**src/rtl/fetch_prefetch_unit.sv**
```systemverilog
// -----------------------------------------------------------------------------
// fetch_prefetch_unit
//
// Instruction-fetch front end for the single-cycle core. It keeps a sequential
// fetch PC, fetches over a request/acknowledge memory port of variable latency
// with at most one request outstanding, and buffers fetched {pc, inst} pairs in
// a DEPTH-entry FIFO that the core drains with a valid/ready handshake. A core
// redirect flushes the FIFO and any in-flight fetch.
//
// Parameters
//   DEPTH     FIFO entries; power of two, 2..8
//   RESET_PC  fetch PC after reset; bit 0 must be 0
//
// Ports
//   clk, rst_n        rising-edge clock, asynchronous active-low reset
//   redirect_valid    core taken branch/jump this cycle
//   redirect_pc       new fetch address (bit 0 forced to 0)
//   inst_valid        FIFO head holds an instruction
//   inst, inst_pc     FIFO head word and the address it was fetched from
//   inst_ready        core consumes the head when inst_valid & inst_ready
//   mem_req           fetch request (registered)
//   mem_addr          fetch address (registered, stable while mem_req=1)
//   mem_ack           one-cycle pulse, mem_rdata valid
//   mem_rdata         instruction word for mem_addr
// -----------------------------------------------------------------------------
module fetch_prefetch_unit #(
  parameter int          DEPTH    = 2,
  parameter logic [15:0] RESET_PC = 16'h0000
) (
  input  logic        clk,
  input  logic        rst_n,
  input  logic        redirect_valid,
  input  logic [15:0] redirect_pc,
  output logic        inst_valid,
  output logic [15:0] inst,
  output logic [15:0] inst_pc,
  input  logic        inst_ready,
  output logic        mem_req,
  output logic [15:0] mem_addr,
  input  logic        mem_ack,
  input  logic [15:0] mem_rdata
);

  localparam int PW = (DEPTH > 1) ? $clog2(DEPTH) : 1;
  localparam int CW = $clog2(DEPTH + 1);

  typedef struct packed {
    logic [15:0] pc;
    logic [15:0] inst;
  } fetch_entry_t;

  // DRAIN: a redirect landed while a request was still in flight; the request
  // cannot be withdrawn, so we wait out its ack and throw the data away.
  typedef enum logic [1:0] {IDLE, WAIT, DRAIN} state_t;

  state_t        state_q, state_d;
  logic [15:0]   fetch_pc_q, fetch_pc_d;
  logic [15:0]   mem_addr_q, mem_addr_d;
  logic [PW-1:0] rd_ptr_q, wr_ptr_q;
  logic [CW-1:0] count_q, count_d;
  fetch_entry_t  fifo_q [DEPTH];
  fetch_entry_t  head;

  logic          push, pop, has_space;
  logic [15:0]   redirect_tgt;

  // ---------------------------------------------------------------------------
  // Handshake decode
  // ---------------------------------------------------------------------------
  assign redirect_tgt = redirect_pc & 16'hFFFE;

  // Redirect wins over both sides: the head is flushed even if the core is
  // ready, and an ack arriving with the redirect is for a stale address.
  assign pop  = inst_valid & inst_ready & ~redirect_valid;
  assign push = (state_q == WAIT) & mem_ack & ~redirect_valid;

  always_comb begin
    count_d = count_q;
    if (redirect_valid) count_d = '0;
    else                count_d = count_q + CW'(push) - CW'(pop);
  end

  // Issue decision looks at post-pop occupancy, so a pop frees room for a
  // request on the same edge.
  assign has_space = (count_d < CW'(DEPTH));

  always_comb begin
    fetch_pc_d = fetch_pc_q;
    if (redirect_valid) fetch_pc_d = redirect_tgt;
    else if (push)      fetch_pc_d = fetch_pc_q + 16'd2;
  end

  // ---------------------------------------------------------------------------
  // Fetch FSM
  // ---------------------------------------------------------------------------
  always_comb begin
    state_d    = state_q;
    mem_addr_d = mem_addr_q;
    case (state_q)
      IDLE: begin
        if (has_space) begin
          state_d    = WAIT;
          mem_addr_d = fetch_pc_d;
        end
      end
      WAIT: begin
        if (redirect_valid) begin
          if (mem_ack) begin
            // Ack retires the request; re-issue straight at the target.
            state_d    = WAIT;
            mem_addr_d = fetch_pc_d;
          end else begin
            state_d    = DRAIN;
          end
        end else if (mem_ack) begin
          if (has_space) begin
            state_d    = WAIT;
            mem_addr_d = fetch_pc_d;
          end else begin
            state_d    = IDLE;
          end
        end
      end
      DRAIN: begin
        // fetch_pc_d already holds the newest redirect target, including one
        // that arrives in the same cycle as the discarded ack.
        if (mem_ack) begin
          state_d    = WAIT;
          mem_addr_d = fetch_pc_d;
        end
      end
      default: state_d = IDLE;
    endcase
  end

  always_ff @(posedge clk or negedge rst_n) begin
    if (!rst_n) begin
      state_q    <= IDLE;
      fetch_pc_q <= RESET_PC;
      mem_addr_q <= RESET_PC;
      count_q    <= '0;
      rd_ptr_q   <= '0;
      wr_ptr_q   <= '0;
    end else begin
      state_q    <= state_d;
      fetch_pc_q <= fetch_pc_d;
      mem_addr_q <= mem_addr_d;
      count_q    <= count_d;
      if (redirect_valid) begin
        rd_ptr_q <= '0;
        wr_ptr_q <= '0;
      end else begin
        if (push) wr_ptr_q <= wr_ptr_q + PW'(1);
        if (pop)  rd_ptr_q <= rd_ptr_q + PW'(1);
      end
    end
  end

  // ---------------------------------------------------------------------------
  // FIFO storage, one register per slot. DEPTH is a power of two so the
  // pointers wrap naturally.
  // ---------------------------------------------------------------------------
  for (genvar i = 0; i < DEPTH; i++) begin : g_slot
    always_ff @(posedge clk or negedge rst_n) begin
      if (!rst_n)
        fifo_q[i] <= '0;
      else if (push && (wr_ptr_q == PW'(i)))
        fifo_q[i] <= '{pc: fetch_pc_q, inst: mem_rdata};
    end
  end

  // ---------------------------------------------------------------------------
  // Outputs. An empty FIFO still shows whatever sits in the head slot.
  // ---------------------------------------------------------------------------
  assign head       = fifo_q[rd_ptr_q];
  assign inst_valid = (count_q != '0);
  assign inst       = head.inst;
  assign inst_pc    = head.pc;
  assign mem_req    = (state_q != IDLE);
  assign mem_addr   = mem_addr_q;

endmodule
```
**config.mk**
```make
export PLATFORM = sky130hd
export DESIGN_NAME = fetch_prefetch_unit
export DESIGN_NICKNAME = d
export VERILOG_FILES = /design/src/rtl/fetch_prefetch_unit.sv
export SDC_FILE = /design/constraint.sdc
export NUM_CORES = 1
export LEC_CHECK = 0
export CORE_AREA = 2 2 107 109
export CTS_CLUSTER_SIZE = 40
export DETAILED_ROUTE_END_ITERATION = 12
export DIE_AREA = 0 0 109 111
export GPL_TIMING_DRIVEN = 0
export HOLD_SLACK_MARGIN = 0.05
export PLACE_DENSITY = 0.74
export RECOVER_POWER = 25
export SLEW_MARGIN = 5
export SYNTH_ARGS = -nofsm -noshare
export SYNTH_HDL_FRONTEND = slang
export SYNTH_SLANG_ARGS = --single-unit
export TNS_END_PERCENT = 10
```
**constraint.sdc**
```tcl
create_clock -name clk -period 4.3 [get_ports clk]
set_input_delay 0.86 -clock clk [delete_from_list [all_inputs] [get_ports clk]]
set_output_delay 0.86 -clock clk [all_outputs]
set_load 0.03 [all_outputs]
```
# Word-level counts from Yosys, hierarchy flattened
# Cells that the tools add are included.
[classes]
addsub = 5
n_mul = 0
n_div = 0
magnitude_cmp = 2
n_eq_ne = 5
shifts = 0
n_mux = 22
bitwise = 7
n_reduce_logical = 10
[op_table]
columns = ["operator", "count"]
rows = [
  ["16-bit 2-to-1 mux", 6],
  ["32-bit 2-to-1 mux", 3],
  ["16-bit one-hot mux with 3 select lines", 1],
  ["16-bit by 2-bit adder with 16-bit output (second input constant)", 1],
  ["2-bit 2-to-1 mux", 6],
  ["2-bit nonzero test", 4],
  ["2-bit one-hot mux with 3 select lines", 1],
  ["1-bit 2-to-1 mux", 5],
  ["1-bit AND", 4],
  ["2-bit != test (second input constant)", 2],
  ["3-bit != test (second input constant)", 1],
  ["3-bit AND reduction", 1],
  ["3-bit nonzero test", 1],
  ["1-bit adder (second input constant)", 2],
  ["2-bit by 1-bit adder with 2-bit output", 1],
  ["2-bit by 1-bit == test with 1-bit output (second input constant)", 1],
  ["2-bit == test (second input constant)", 1],
  ["2-bit >= comparator (second input constant)", 1],
  ["1-bit logical AND", 2],
  ["2-bit logical NOT", 1],
  ["2-bit less-than comparator (second input constant)", 1],
  ["1-bit NOT", 2],
  ["1-bit NOT with 2-bit output", 1],
  ["2-bit AND reduction", 1],
  ["2-bit by 1-bit subtractor with 2-bit output", 1],
]
[word_totals]
regBits = 102
latchBits = 0
mem_bits_rw = 0
romBits = 0
in_bits = 37
out_inout_bits = 50
word_cells = 61
memories = 0

# Logic depth before layout (Yosys ltp)
# Gate-level depths: netlist of run 1.
[depth]
word_depth = 11
ltp_mapped = 12
ltp_nobuf = 11

# Worst setup path before layout of run 1
# No wires, ideal clock.
[synth_timing]
path_type = "input to register"
startpoint = "input port redirect_valid"
endpoint = "register mem_addr_q[10] (netlist: mem_addr[10])"
arrival_time_ps = 2921
required_ps = 4179
path_slack_ps = 1258
stages = 12
cell_sequence = "buf_6 > clkbuf_8 > clkbuf_1 > nor2_1 > ha_1 > inv_1 > ha_1 > xnor3_1 > nor2_1 > a211o_2 > clkbuf_1 > a22o_1"
[synth_between]
elab_chain_cells = 10
elab_cells_between_ends = 16
cone_classes = "add/sub: 2; order compare: 1; eq/ne: 1; mux: 8; bitwise: 3; reduce/logical: 1"
[synth_lines]
columns = ["element", "line_no", "source"]
rows = [
  ["start, declared", "32", "input logic redirect_valid,"],
  ["1-bit NOT", "74, 75", ""],
  ["1-bit AND", "75", "assign push = (state_q == WAIT) & mem_ack & ~redirect_valid;"],
  ["2-bit by 1-bit adder with 2-bit output", "80", "else count_d = count_q + CW'(push) - CW'(pop);"],
  ["2-bit by 1-bit subtractor with 2-bit output", "80", ""],
  ["2-bit 2-to-1 mux *", "79", "if (redirect_valid) count_d = '0;"],
  ["via count_d[1]", "60", "logic [CW-1:0] count_q, count_d;"],
  ["2-bit less-than comparator *", "85", "assign has_space = (count_d < CW'(DEPTH));"],
  ["16-bit 2-to-1 mux *", "101, 116", ""],
  ["16-bit 2-to-1 mux", "115", "end else if (mem_ack) begin"],
  ["16-bit 2-to-1 mux", "107", "if (redirect_valid) begin"],
  ["16-bit one-hot mux with 3 select lines *", "99", "case (state_q)"],
  ["end signal, assigned", "147", "mem_addr_q <= mem_addr_d;"],
  ["end, declared", "58", "logic [15:0] mem_addr_q, mem_addr_d;"],
]
# The timed path passes the listed nets; every way through them passes the cells marked *. The select of a mux whose other input is x is not followed.
# A chain may end at the register's enable or synchronous reset.

# Worst setup path in the final report of run 1
[layout_timing]
startpoint = "input port redirect_valid"
endpoint = "register mem_addr_q[3] (netlist: mem_addr[3])"
[layout_between]
elab_chain_cells = 10
elab_cells_between_ends = 16
cone_classes = "add/sub: 2; order compare: 1; eq/ne: 1; mux: 8; bitwise: 3; reduce/logical: 1"
[layout_lines]
columns = ["element", "line_no"]
rows = [
  ["1-bit NOT", "74, 75"],
  ["1-bit AND", "75"],
  ["2-bit by 1-bit adder with 2-bit output", "80"],
  ["2-bit by 1-bit subtractor with 2-bit output", "80"],
  ["2-bit 2-to-1 mux", "79"],
  ["2-bit less-than comparator", "85"],
  ["16-bit 2-to-1 mux", "101, 116"],
  ["16-bit 2-to-1 mux", "115"],
  ["16-bit 2-to-1 mux", "107"],
  ["16-bit one-hot mux with 3 select lines", "99"],
]
# Parallel ways exist; a longest one is shown, timed or not. The select of a mux whose other input is x is not followed.

==> results of run 1 <==
registers in the layout, indices dropped and copies added (netlist names):
| signal | count |
|---|---|
| fetch_pc_q | 16 |
| fifo_q | 64 |
| count_q | 2 |
| mem_addr | 16 |
| state_q | 2 |
| rd_ptr_q | 1 |
| wr_ptr_q | 1 |
logic make-up after synthesis:
group,count (synthesis)
muxes,98
xor gates and xnor gates,5
buffers and inverters,30
adders and majority gates,7
and+or+nand+nor,69
DFF,102
AOI/OAI and AO/OA,51
worst max-delay path, cell delays in order:
cell and delay (ns):
sky130_fd_sc_hd__clkdlybuf4s50_1 0.52, sky130_fd_sc_hd__buf_6 0.16, sky130_fd_sc_hd__clkbuf_8 0.17, sky130_fd_sc_hd__clkbuf_1 0.43, sky130_fd_sc_hd__nor2_1 0.10, sky130_fd_sc_hd__ha_1 0.29, sky130_fd_sc_hd__inv_1 0.04, sky130_fd_sc_hd__ha_1 0.17
sky130_fd_sc_hd__xnor3_1 0.26, sky130_fd_sc_hd__o21ai_0 0.11, sky130_fd_sc_hd__a21oi_1 0.52, sky130_fd_sc_hd__buf_2 0.35, sky130_fd_sc_hd__a22o_1 0.18
per-layer routing:
| layer | share of wire [%] | vias up | GRT usage, % | routed length [um] |
|---|---|---|---|---|
| met4 | 1.0 | 0 | 5.043 | 107 |
| met2 | 46 | 97 | 27.04 | 4843 |
| li1 | - | 1521 | - | - |
| met1 | 47 | 1650 | 25.75 | 4915 |
| met5 | 0 | - | 0 | 0 |
| met3 | 5.7 | 6 | 4.468 | 596 |
Yosys cell counts (all sizes together):
master	instances	share of area (%)
mux2	97	23
nand2b	4	0.52
nand4	6	1.5
a221o	4	0.83
nor2b	6	0.78
a21oi	4	0.42
and3b	1	0.18
and3	1	0.13
o31ai	1	0.16
inv	6	0.47
a22o	15	2.7
nor3	1	0.10
nand4b	2	0.68
o41a	3	0.70
o311a	1	0.21
nor4	3	0.39
a211o	1	0.21
a311oi	1	0.18
or2	2	0.26
nor2	14	1.1
a31oi	2	0.39
o211ai	2	0.31
nand3	6	0.63
a32o	2	0.42
a2bb2oi	2	0.36
o41ai	1	0.34
or2b	1	0.18
o21ai	9	0.94
xnor3	1	0.47
ha	7	1.8
a211oi	1	0.16
buf	13	1.7
xor2	4	0.73
and2	2	0.26
dfrtp	102	53
clkbuf	11	1.1
or3	3	0.42
mux2i	1	0.21
or4	4	0.63
nand2	13	1.0
o311ai	2	0.36
layout make-up:
class | instances | area share (%)
inverters | 6 | 0.3682
well taps | 143 | 2.926
multi-input cells | 230 | 34.17
repair buffers | 85 | 13.99
flip-flops and latches | 102 | 41.73
clock buffers | 9 | 3.682
plain buffers | 24 | 2.230
clock inverters | 7 | 0.9002
final timing paths:
kind | start | end | slack (ns) | cells past startpoint
min in group asynchronous | rst_n | fifo_q[43] | 0.94 | 1
worst max register to register | state_q[1] | mem_addr[3] | 1.26 | 12
worst min-delay path | mem_addr[13] | mem_addr[13] | 0.50 | 1
worst max-delay path | redirect_valid | mem_addr[3] | 0.42 | 13
worst min register to register | mem_addr[13] | mem_addr[13] | 0.50 | 1
max in group asynchronous | rst_n | fifo_q[27] | 2.40 | 1
stage by stage:
| step | utilization, % | cell area (um^2) | setup TNS [ns] | std cells |
|---|---|---|---|---|
| after global routing | 55.21 | 6116 | 0 | 606 |
| after detailed placement | 52.71 | 5838 | 0 | 590 |
| after floorplan | - | 4801 | 0 | 362 |
| after global placement | 52.55 | 5821 | -131.33 | 589 |
| after CTS | 55.24 | 6118 | 0 | 606 |
| final | 55.21 | 6116 | 0 | 606 |
power by group:
group          leakage [nW]  internal, mW  switching, mW
Combinational          1.21          1.03           1.09
Clock                 0.138         0.400          0.372
Sequential             1.26          1.34          0.204
==> load_flow_metrics.sql, run 1 <==
INSERT INTO impl_metrics (metric_group, metric, value, unit) VALUES
('outcome', 'outcome', 'finished with violations', ''),
('outcome', 'violations', 'capacitance limit, slew limit', ''),
('clocking', 'clock_tree.htree_level_count', '3', ''),
('die', 'core-area', '11080', 'um^2'),
('clocking', 'cts_buffer_depth', '2', ''),
('critical_path', 'required', '4.58', 'ns'),
('die', 'dieArea', '12100', 'um^2'),
('grt', 'groute.usage.overall', '17.96', '%'),
('placement', 'place.detailed.hpwl', '7489', 'um'),
('die', 'die_height', '111', 'um'),
('die', 'start_util', '43.34', '%'),
('min_path', 'timing.hold.worst.class', 'reg -> reg', ''),
('synth', 'synthesis.instances', '362', ''),
('clocking', 'worstSkewPairLatency', '0.34', 'ns'),
('detailed_routing', 'dr.pass1.iters', '4', ''),
('sta', 'max_slew_headroom', '-9.411', '%'),
('sta', 'hold_ws', '0.5028', 'ns'),
('detailed_routing', 'drt_wl_total', '10460', 'um'),
('pwr', 'total_power', '4.435', 'mW'),
('clocking', 'tritoncts', 'done', ''),
('detailed_routing', 'drt_iter0_drc', '110', ''),
('die', 'pin_count', '87', ''),
('synth', 'number_of_warnings_reported_in_the_yosys_synthesis_log', '0', ''),
('grt', 'grt_antenna_before_repair', '0', ''),
('die', 'floorplan.rows', '39', ''),
('synth', 'synth_seq_cells', '102', ''),
('pwr', 'peak_supply_drop', '0.0003660', 'V'),
('detailed_routing', 'wl_per_cell', '17.27', 'um'),
('sta', 'finalCritPeriodShare', '90.25', '%'),
('placement', 'place_congestion', '0.8568', ''),
('clocking', 'cts_sinks', '102', ''),
('flow_run', 'timing.max_cap.violations', '1', ''),
('synth', 'synth_fp_nets', '406', ''),
('sta', 'transition_time_at_the_pin_with_the_least_slew_margin', '1.641', 'ns'),
('synth', 'seq_area_frac_synth', '53.17', '%'),
('synth', 'synth_area_per_cell', '13.26', 'um^2'),
('clocking', 'cts_root_cell', 'sky130_fd_sc_hd__clkbuf_16', ''),
('die', 'die-width', '109', 'um'),
('detailed_routing', 'drc_violation_count_after_routing', '0', ''),
('detailed_routing', 'vias', '3274', ''),
('layout', 'area.sequential', '2552', 'um^2'),
('sta', 'finalHoldViolations', '0', ''),
('pwr', 'powerDensity', '725.2', 'nW/um^2'),
('synth', 'yosys.area_share.adder', '1.824', '%'),
('grt', 'wire_length_of_the_first_global_routing_pass', '17040', 'um'),
('layout', 'nFillCells', '941', ''),
('critical_path', 'worstSetupPathType', 'in -> reg', ''),
('critical_path', 'worst_setup_path_start_kind', 'input port', ''),
('layout', 'share_of_post_route_cells_with_drive_strength_above_1', '30.67', '%'),
('synth', 'post_synth_instance_area', '4801', 'um^2'),
('sta', 'rsz0062_at_grt', 'no', ''),
('critical_path', 'critical_path.endpoint_type', 'flop', ''),
('grt', 'grt_max_degree', '66', ''),
('synth', 'muxShareOfSynthArea', '22.96', '%'),
('synth', 'synthSimpleGateAreaFrac', '8.809', '%'),
('synth', 'synth_top_family_by_area', 'multiplexers', ''),
('clocking', 'cts_hold_buffers', '0', ''),
('clocking', 'postCtsResizedCells', '0', ''),
('sta', 'setup-violations-final', '0', ''),
('placement', 'port-buffer-count', '84', ''),
('layout', 'layout.cells.most_common', 'sky130_fd_sc_hd__dfrtp_1', ''),
('sta', 'timing.clock.skew', '0.01024', 'ns'),
('sta', 'max_clock_freq', '257.7', 'MHz'),
('grt', 'grt_pass1_vias', '3381', ''),
('detailed_routing', 'postRouteAntennaNets', '0', ''),
('clocking', 'cts_buffers', '9', ''),
('layout', 'num_antenna_cells', '0', ''),
('layout', 'area_delta_synth_final', '27.39', '%'),
('synth', 'synth_compound_gate_area_share', '8.731', '%'),
('placement', 'dp_slack', '0.06161', 'ns'),
('pwr', 'static-leakage-power', '2.606', 'nW'),
('clocking', 'cts_post_setup_buffers_inserted', '0', ''),
('detailed_routing', 'avgViaCountPerCell', '5.403', ''),
('synth', 'yosys.cell_types.count', '50', ''),
('sta', 'slew_viol_final', '65', ''),
('clocking', 'clk_pin_slew', '0.07', 'ns'),
('layout', 'footprint_of_the_multi_input_gates', '2090', 'um^2'),
('sta', 'setup_slack', '0.4191', 'ns'),
('sta', 'layout_min_cycle_time', '3.881', 'ns'),
('layout', 'nNetsFinal', '502', ''),
('critical_path', 'path_max_fanout', '10', ''),
('grt', 'grt-ovfl-total', '0', ''),
('layout', 'mostFrequentLayoutCells', '102 x sky130_fd_sc_hd__dfrtp_1, 97 x sky130_fd_sc_hd__mux2_2, 83 x sky130_fd_sc_hd__clkdlybuf4s50_1', ''),
('synth', 'synth_xor_xnor_area_share', '1.199', '%'),
('critical_path', 'timing.critical_path.arrival', '4.16', 'ns');
Power figures use the tool's default switching activity.
==> inputs of run 2 (changes only) <==
- CORE_AREA: 2 2 107 109 -> 2 2 121 123
- DIE_AREA: 0 0 109 111 -> 0 0 123 125
- PLACE_DENSITY: 0.74 -> 0.61
- clock period: 4.3 -> 4.15 ns (I/O delays scaled with it)
==> run 2 against run 1 <==
Net effect:
- the flow still finishes with violations (capacitance limit, slew limit)
- cell count up 6.4%
- non-clock buffer count did not move
- cell area increased by 0.57%
- wire length up 5.0%
- clock skew is 0.0056 ns lower
- die area increased by 27%
- global-route usage shrank 3.2 points
- sequential share of layout area fell by 0.24 points
- flip-flop and latch count unchanged
- count of clock-buffer cells in the layout increased by 4
- critical path depth unchanged
- register-to-register slack got worse by 0.25 ns
==> load_flow_metrics.sql, run 2 (synthesis results as in run 1) <==
INSERT INTO impl_metrics (metric_group, metric, value, unit) VALUES
('pwr', 'static-leakage-power', '2.590', 'nW'),
('detailed_routing', 'drc_violation_count_after_routing', '0', ''),
('die', 'die-width', '123', 'um'),
('grt', 'groute.usage.overall', '14.78', '%'),
('die', 'pin_count', '87', ''),
('outcome', 'violations', 'capacitance limit, slew limit', ''),
('clocking', 'clock_tree.htree_level_count', '3', ''),
('sta', 'layout_min_cycle_time', '3.949', 'ns'),
('grt', 'grt_pass1_vias', '3389', ''),
('placement', 'place.detailed.hpwl', '7922', 'um'),
('die', 'start_util', '33.80', '%'),
('detailed_routing', 'vias', '3245', ''),
('sta', 'max_clock_freq', '253.3', 'MHz'),
('layout', 'footprint_of_the_multi_input_gates', '2090', 'um^2'),
('layout', 'nNetsFinal', '502', ''),
('sta', 'timing.clock.skew', '0.004598', 'ns'),
('detailed_routing', 'wl_per_cell', '17.03', 'um'),
('clocking', 'cts_sinks', '102', ''),
('layout', 'max_flop_register', 'fifo_q', ''),
('die', 'die_height', '125', 'um'),
('layout', 'area.sequential', '2552', 'um^2'),
('critical_path', 'worstSetupPathType', 'in -> reg', ''),
('clocking', 'clk_pin_slew', '0.06', 'ns'),
('placement', 'place_congestion', '0.7932', ''),
('layout', 'final_area', '6151', 'um^2'),
('grt', 'grt_max_degree', '63', ''),
('critical_path', 'path_max_fanout', '10', ''),
('detailed_routing', 'drt_iter0_drc', '186', ''),
('die', 'floorplan.rows', '44', ''),
('layout', 'nFillCells', '1341', ''),
('clocking', 'cts_post_setup_buffers_inserted', '0', ''),
('sta', 'slew_viol_final', '41', ''),
('flow_run', 'timing.max_cap.violations', '1', ''),
('clocking', 'cts_buffers', '9', ''),
('layout', 'num_antenna_cells', '0', ''),
('sta', 'finalHoldViolations', '0', ''),
('clocking', 'cts_buffer_depth', '2', ''),
('clocking', 'tritoncts', 'done', ''),
('clocking', 'cts_root_cell', 'sky130_fd_sc_hd__clkbuf_16', ''),
('outcome', 'outcome', 'finished with violations', ''),
('layout', 'share_of_post_route_cells_with_drive_strength_above_1', '29.50', '%'),
('layout', 'area_delta_synth_final', '28.12', '%'),
('layout', 'mostFrequentLayoutCells', '102 x sky130_fd_sc_hd__dfrtp_1, 97 x sky130_fd_sc_hd__mux2_2, 83 x sky130_fd_sc_hd__clkdlybuf4s50_1', ''),
('clocking', 'postCtsResizedCells', '0', ''),
('detailed_routing', 'dr.pass1.iters', '4', ''),
('sta', 'transition_time_at_the_pin_with_the_least_slew_margin', '2.389', 'ns'),
('pwr', 'total_power', '4.561', 'mW'),
('critical_path', 'critical_path.endpoint_type', 'flop', ''),
('die', 'dieArea', '15380', 'um^2'),
('grt', 'wire_length_of_the_first_global_routing_pass', '17670', 'um'),
('sta', 'rsz0062_at_grt', 'no', ''),
('detailed_routing', 'avgViaCountPerCell', '5.031', ''),
('min_path', 'timing.hold.worst.class', 'reg -> reg', ''),
('pwr', 'peak_supply_drop', '0.0003108', 'V'),
('pwr', 'powerDensity', '741.5', 'nW/um^2'),
('sta', 'max_slew_headroom', '-59.24', '%'),
('critical_path', 'required', '4.43', 'ns'),
('die', 'core-area', '14200', 'um^2'),
('placement', 'placed_cell_area', '5897', 'um^2'),
('critical_path', 'timing.critical_path.arrival', '4.22', 'ns'),
('layout', 'number_of_flip_flops_under_the_largest_register_name', '64', ''),
('critical_path', 'worst_setup_path_start_kind', 'input port', ''),
('clocking', 'cts_hold_buffers', '0', ''),
('placement', 'port-buffer-count', '84', ''),
('layout', 'layout.cells.most_common', 'sky130_fd_sc_hd__dfrtp_1', ''),
('grt', 'grt_antenna_before_repair', '0', ''),
('detailed_routing', 'postRouteAntennaNets', '0', ''),
('grt', 'grt-ovfl-total', '0', ''),
('clocking', 'worstSkewPairLatency', '0.34', 'ns'),
('detailed_routing', 'drt_wl_total', '10980', 'um'),
('sta', 'setup-violations-final', '0', ''),
('sta', 'finalCritPeriodShare', '95.15', '%');
-- run 2: cell types whose count changed in the layout (fill, tap and decap cells not counted), sizes merged --
cell / previous run / this run
clkbuf: 21 / 25
inv: 9 / 6
clkinv: 3 / 0
-- run 2: area by class of cell --
cell class | instances | share of cell area (%)
tap | 184 | 3.743
multi-input combinational | 230 | 33.97
clock buffer | 13 | 4.068
buffer | 24 | 2.217
sequential | 102 | 41.50
clock inverter | 1 | 0.1221
inverter | 6 | 0.3662
timing repair buffer | 85 | 14.02
-- run 2: path summary, 6_finish.rpt --
path / from / to / slack, ns / depth (start not counted)
min in group asynchronous: rst_n / fifo_q[13] / 1.21 / 1
worst min-delay path: mem_addr[4] / mem_addr[4] / 0.50 / 1
worst min register to register: mem_addr[4] / mem_addr[4] / 0.50 / 1
worst max-delay path: redirect_valid / mem_addr[3] / 0.20 / 13
worst max register to register: state_q[1] / mem_addr[3] / 1.01 / 12
max in group asynchronous: rst_n / state_q[1] / 1.58 / 1
-- run 2: where the power goes --
part	internal, mW	total [mW]	switching, mW
logic	1.07	2.21	1.13
registers	1.39	1.60	0.210
clock network	0.417	0.755	0.338
total	2.88	4.56	1.68
-- run 2: stage by stage --
stage	setup TNS, ns	hold slack (ns)	instances	utilization, %	worst slack [ns]
5_1_grt	0	0.5153	645	43.31	0.006677
3_3_place_gp	-155.35	0.4811	630	41.34	-1.526
2_1_floorplan	0	0.4736	362	-	1.138
4_1_cts	0	0.4867	645	43.33	0.1844
6_report	0	0.4958	645	43.31	0.2013
3_5_place_dp	-1.498	0.4824	631	41.52	-0.1665
-- run 2: layer usage --
layer  vias to the layer above  wire length [um]  track usage (%)
met5                         -                 0                0
met4                         0                84            2.807
met3                        10               649            4.836
met2                        81              5065            23.24
met1                      1634              5184            20.10
li1                       1520                 -                -
-- run 2: worst max-delay path, stage by stage --
cell	delay [ns]
sky130_fd_sc_hd__clkdlybuf4s50_1	0.53
sky130_fd_sc_hd__buf_6	0.17
sky130_fd_sc_hd__clkbuf_8	0.17
sky130_fd_sc_hd__clkbuf_1	0.46
sky130_fd_sc_hd__nor2_1	0.11
sky130_fd_sc_hd__ha_1	0.29
sky130_fd_sc_hd__inv_1	0.04
sky130_fd_sc_hd__ha_1	0.18
sky130_fd_sc_hd__xnor3_1	0.26
sky130_fd_sc_hd__o21ai_0	0.11
sky130_fd_sc_hd__a21oi_1	0.56
sky130_fd_sc_hd__buf_2	0.34
sky130_fd_sc_hd__a22o_1	0.18
==> inputs of run 3 (changes only) <==
--- a/config.mk
+++ b/config.mk
@@ -15,2 +15,3 @@
 export RECOVER_POWER = 25
+export SETUP_SLACK_MARGIN = 0.05
 export SLEW_MARGIN = 5
==> constraint.sdc (replaced) <==
create_clock -name clk -period 4.15 [get_ports clk]
set_input_delay 0.415 -clock clk [delete_from_list [all_inputs] [get_ports clk]]
set_output_delay 0.415 -clock clk [all_outputs]
set_load 0.03 [all_outputs]
==> run 3 against run 2 <==
Net effect:
- the flow still finishes with violations (capacitance limit, slew limit)
- clock power is essentially flat
- fmax increased by 12%
- wire length grew 0.26%
- largest power group unchanged
- register-to-register slack about the same
==> load_flow_metrics.sql, run 3 (synthesis results as in run 1) <==
INSERT INTO impl_metrics (metric_group, metric, value, unit) VALUES
('detailed_routing', 'met3_length', '645', 'um'),
('detailed_routing', 'top_signal_layer_used', 'met4', ''),
('detailed_routing', 'wire_length_on_met2', '5058', 'um'),
('placement', 'place_congestion', '0.7932', ''),
('die', 'core-area', '14200', 'um^2'),
('sta', 'rsz0062_at_grt', 'no', ''),
('sta', 'slew_viol_final', '105', ''),
('layout', 'number_of_flip_flops_under_the_largest_register_name', '64', ''),
('pwr', 'peak_supply_drop', '0.0003105', 'V'),
('layout', 'max_flop_register', 'fifo_q', ''),
('grt', 'grt-ovfl-total', '0', ''),
('outcome', 'violations', 'capacitance limit, slew limit', ''),
('clocking', 'clk_pin_slew', '0.06', 'ns'),
('clocking', 'tritoncts', 'done', ''),
('sta', 'max_slew_headroom', '-50.39', '%'),
('die', 'floorplan.rows', '44', ''),
('pwr', 'total_power', '4.559', 'mW'),
('pwr', 'netSwitchingFraction', '36.91', '%'),
('detailed_routing', 'm1WireLength', '5224', 'um'),
('clocking', 'cts_buffer_depth', '2', ''),
('detailed_routing', 'drt_iter0_drc', '226', ''),
('clocking', 'cts_buffers', '9', ''),
('sta', 'finalCritPeriodShare', '85.16', '%'),
('clocking', 'cts_sinks', '102', ''),
('critical_path', 'required', '4.43', 'ns'),
('sta', 'layout_min_cycle_time', '3.534', 'ns'),
('pwr', 'switchingPower', '1.683', 'mW'),
('flow_run', 'timing.max_cap.violations', '2', ''),
('detailed_routing', 'drc_violation_count_after_routing', '0', ''),
('layout', 'share_of_post_route_cells_with_drive_strength_above_1', '29.50', '%'),
('clocking', 'cts_root_cell', 'sky130_fd_sc_hd__clkbuf_16', ''),
('layout', 'num_antenna_cells', '0', ''),
('critical_path', 'rrSetupSlack', '1.01', 'ns'),
('die', 'die_height', '125', 'um'),
('clocking', 'cts_post_setup_buffers_inserted', '0', ''),
('grt', 'grt_pass1_vias', '3389', ''),
('layout', 'mostFrequentLayoutCells', '102 x sky130_fd_sc_hd__dfrtp_1, 97 x sky130_fd_sc_hd__mux2_2, 83 x sky130_fd_sc_hd__clkdlybuf4s50_1', ''),
('grt', 'grt_antenna_before_repair', '0', ''),
('grt', 'groute.usage.overall', '14.78', '%'),
('die', 'start_util', '33.80', '%'),
('pwr', 'pwr-share-comb', '48.3', '%'),
('critical_path', 'worstSetupPathType', 'in -> reg', ''),
('detailed_routing', 'avgViaCountPerCell', '5.022', ''),
('pwr', 'internal_cell_power', '2.876', 'mW'),
('layout', 'area_delta_synth_final', '27.65', '%'),
('layout', 'area.sequential', '2552', 'um^2'),
('sta', 'hold_ws', '0.4679', 'ns'),
('grt', 'wire_length_of_the_first_global_routing_pass', '17670', 'um'),
('layout', 'footprint_of_the_multi_input_gates', '2090', 'um^2'),
('layout', 'layout.cells.most_common', 'sky130_fd_sc_hd__dfrtp_1', ''),
('sta', 'finalHoldViolations', '0', ''),
('clocking', 'postCtsResizedCells', '0', ''),
('die', 'die-width', '123', 'um'),
('grt', 'grt_max_degree', '63', ''),
('sta', 'max_clock_freq', '282.9', 'MHz'),
('die', 'dieArea', '15380', 'um^2'),
('pwr', 'pwr-share-seq', '35.1', '%'),
('detailed_routing', 'vias', '3239', ''),
('pwr', 'powerDensity', '743.9', 'nW/um^2'),
('critical_path', 'timing.critical_path.arrival', '3.81', 'ns'),
('detailed_routing', 'drt_wl_total', '11010', 'um'),
('outcome', 'outcome', 'finished with violations', ''),
('die', 'pin_count', '87', ''),
('detailed_routing', 'wl_per_cell', '17.07', 'um'),
('placement', 'place.detailed.hpwl', '7922', 'um'),
('critical_path', 'critical_path.endpoint_type', 'flop', ''),
('sta', 'timing.clock.skew', '0.004880', 'ns'),
('detailed_routing', 'postRouteAntennaNets', '0', ''),
('critical_path', 'worst_setup_path_start_kind', 'input port', ''),
('pwr', 'power.share.clock', '16.6', '%'),
('min_path', 'timing.hold.worst.class', 'in -> reg', ''),
('sta', 'timing.setup.tns', '0', 'ns'),
('clocking', 'clock_tree.htree_level_count', '3', ''),
('clocking', 'cts_hold_buffers', '0', ''),
('sta', 'transition_time_at_the_pin_with_the_least_slew_margin', '2.256', 'ns'),
('layout', 'nFillCells', '1344', ''),
('pwr', 'static-leakage-power', '2.582', 'nW'),
('placement', 'port-buffer-count', '84', ''),
('layout', 'nNetsFinal', '502', ''),
('sta', 'setup-violations-final', '0', ''),
('critical_path', 'path_max_fanout', '10', ''),
('detailed_routing', 'dr.pass1.iters', '4', ''),
('clocking', 'worstSkewPairLatency', '0.34', 'ns');
-- run 3: changes by cell type in the layout (fill, tap and decap cells not counted), sizes merged --
cell    previous run  this run
buf               14        13
clkbuf            25        26
-- run 3: layer usage --
layer	global-route usage, %	vias up
met1	20.10	1627
met3	4.836	9
met5	0	-
li1	-	1523
met4	2.807	0
met2	23.24	80
-- run 3: worst paths after layout --
kind	to	cells after the start	start
worst min register to register	mem_addr[4]	1	mem_addr[4]
worst max-delay path	mem_addr[3]	13	redirect_valid
worst min-delay path	state_q[1]	3	mem_ack
min in group asynchronous	fifo_q[13]	1	rst_n
worst max register to register	mem_addr[3]	12	state_q[1]
max in group asynchronous	fetch_pc_q[3]	2	rst_n
-- run 3: layout make-up --
cell class	instances	area share (%)
Buffer	24	2.225
Clock buffer	13	4.083
Clock inverter	1	0.1225
Inverter	6	0.3675
Multi-Input combinational cell	230	34.10
Sequential cell	102	41.65
Tap cell	184	3.757
Timing Repair Buffer	85	13.70
-- run 3: power groups by stage --
stage | clock [mW] | sequential [mW] | combinational [mW]
after floorplan | 0 | 1.68 | 1.35
after detailed placement | 0 | 1.62 | 2.22
after global routing | 0.824 | 1.65 | 2.35
after global placement | 0 | 1.60 | 2.19
final | 0.756 | 1.60 | 2.20
after CTS | 0.788 | 1.60 | 2.23
-- run 3: critical path: stages --
cell and delay [ns]:
sky130_fd_sc_hd__clkdlybuf4s50_1 0.53, sky130_fd_sc_hd__buf_6 0.17, sky130_fd_sc_hd__clkbuf_8 0.17, sky130_fd_sc_hd__clkbuf_1 0.46
sky130_fd_sc_hd__nor2_1 0.11, sky130_fd_sc_hd__ha_1 0.29, sky130_fd_sc_hd__inv_1 0.04, sky130_fd_sc_hd__ha_1 0.18
sky130_fd_sc_hd__xnor3_1 0.26, sky130_fd_sc_hd__o21ai_0 0.10, sky130_fd_sc_hd__a21oi_1 0.57, sky130_fd_sc_hd__buf_2 0.35
sky130_fd_sc_hd__a22o_1 0.18
-- run 3: stage by stage --
stage	cell area [um^2]	setup WS (ns)	utilization, %	std cells
after floorplan	4801	1.553	-	362
final	6128	0.6157	43.15	645
after global routing	6128	0.2238	43.15	645
after CTS	6155	0.5994	43.33	645
after detailed placement	5897	0.2485	41.52	631
after global placement	5872	-1.111	41.34	630
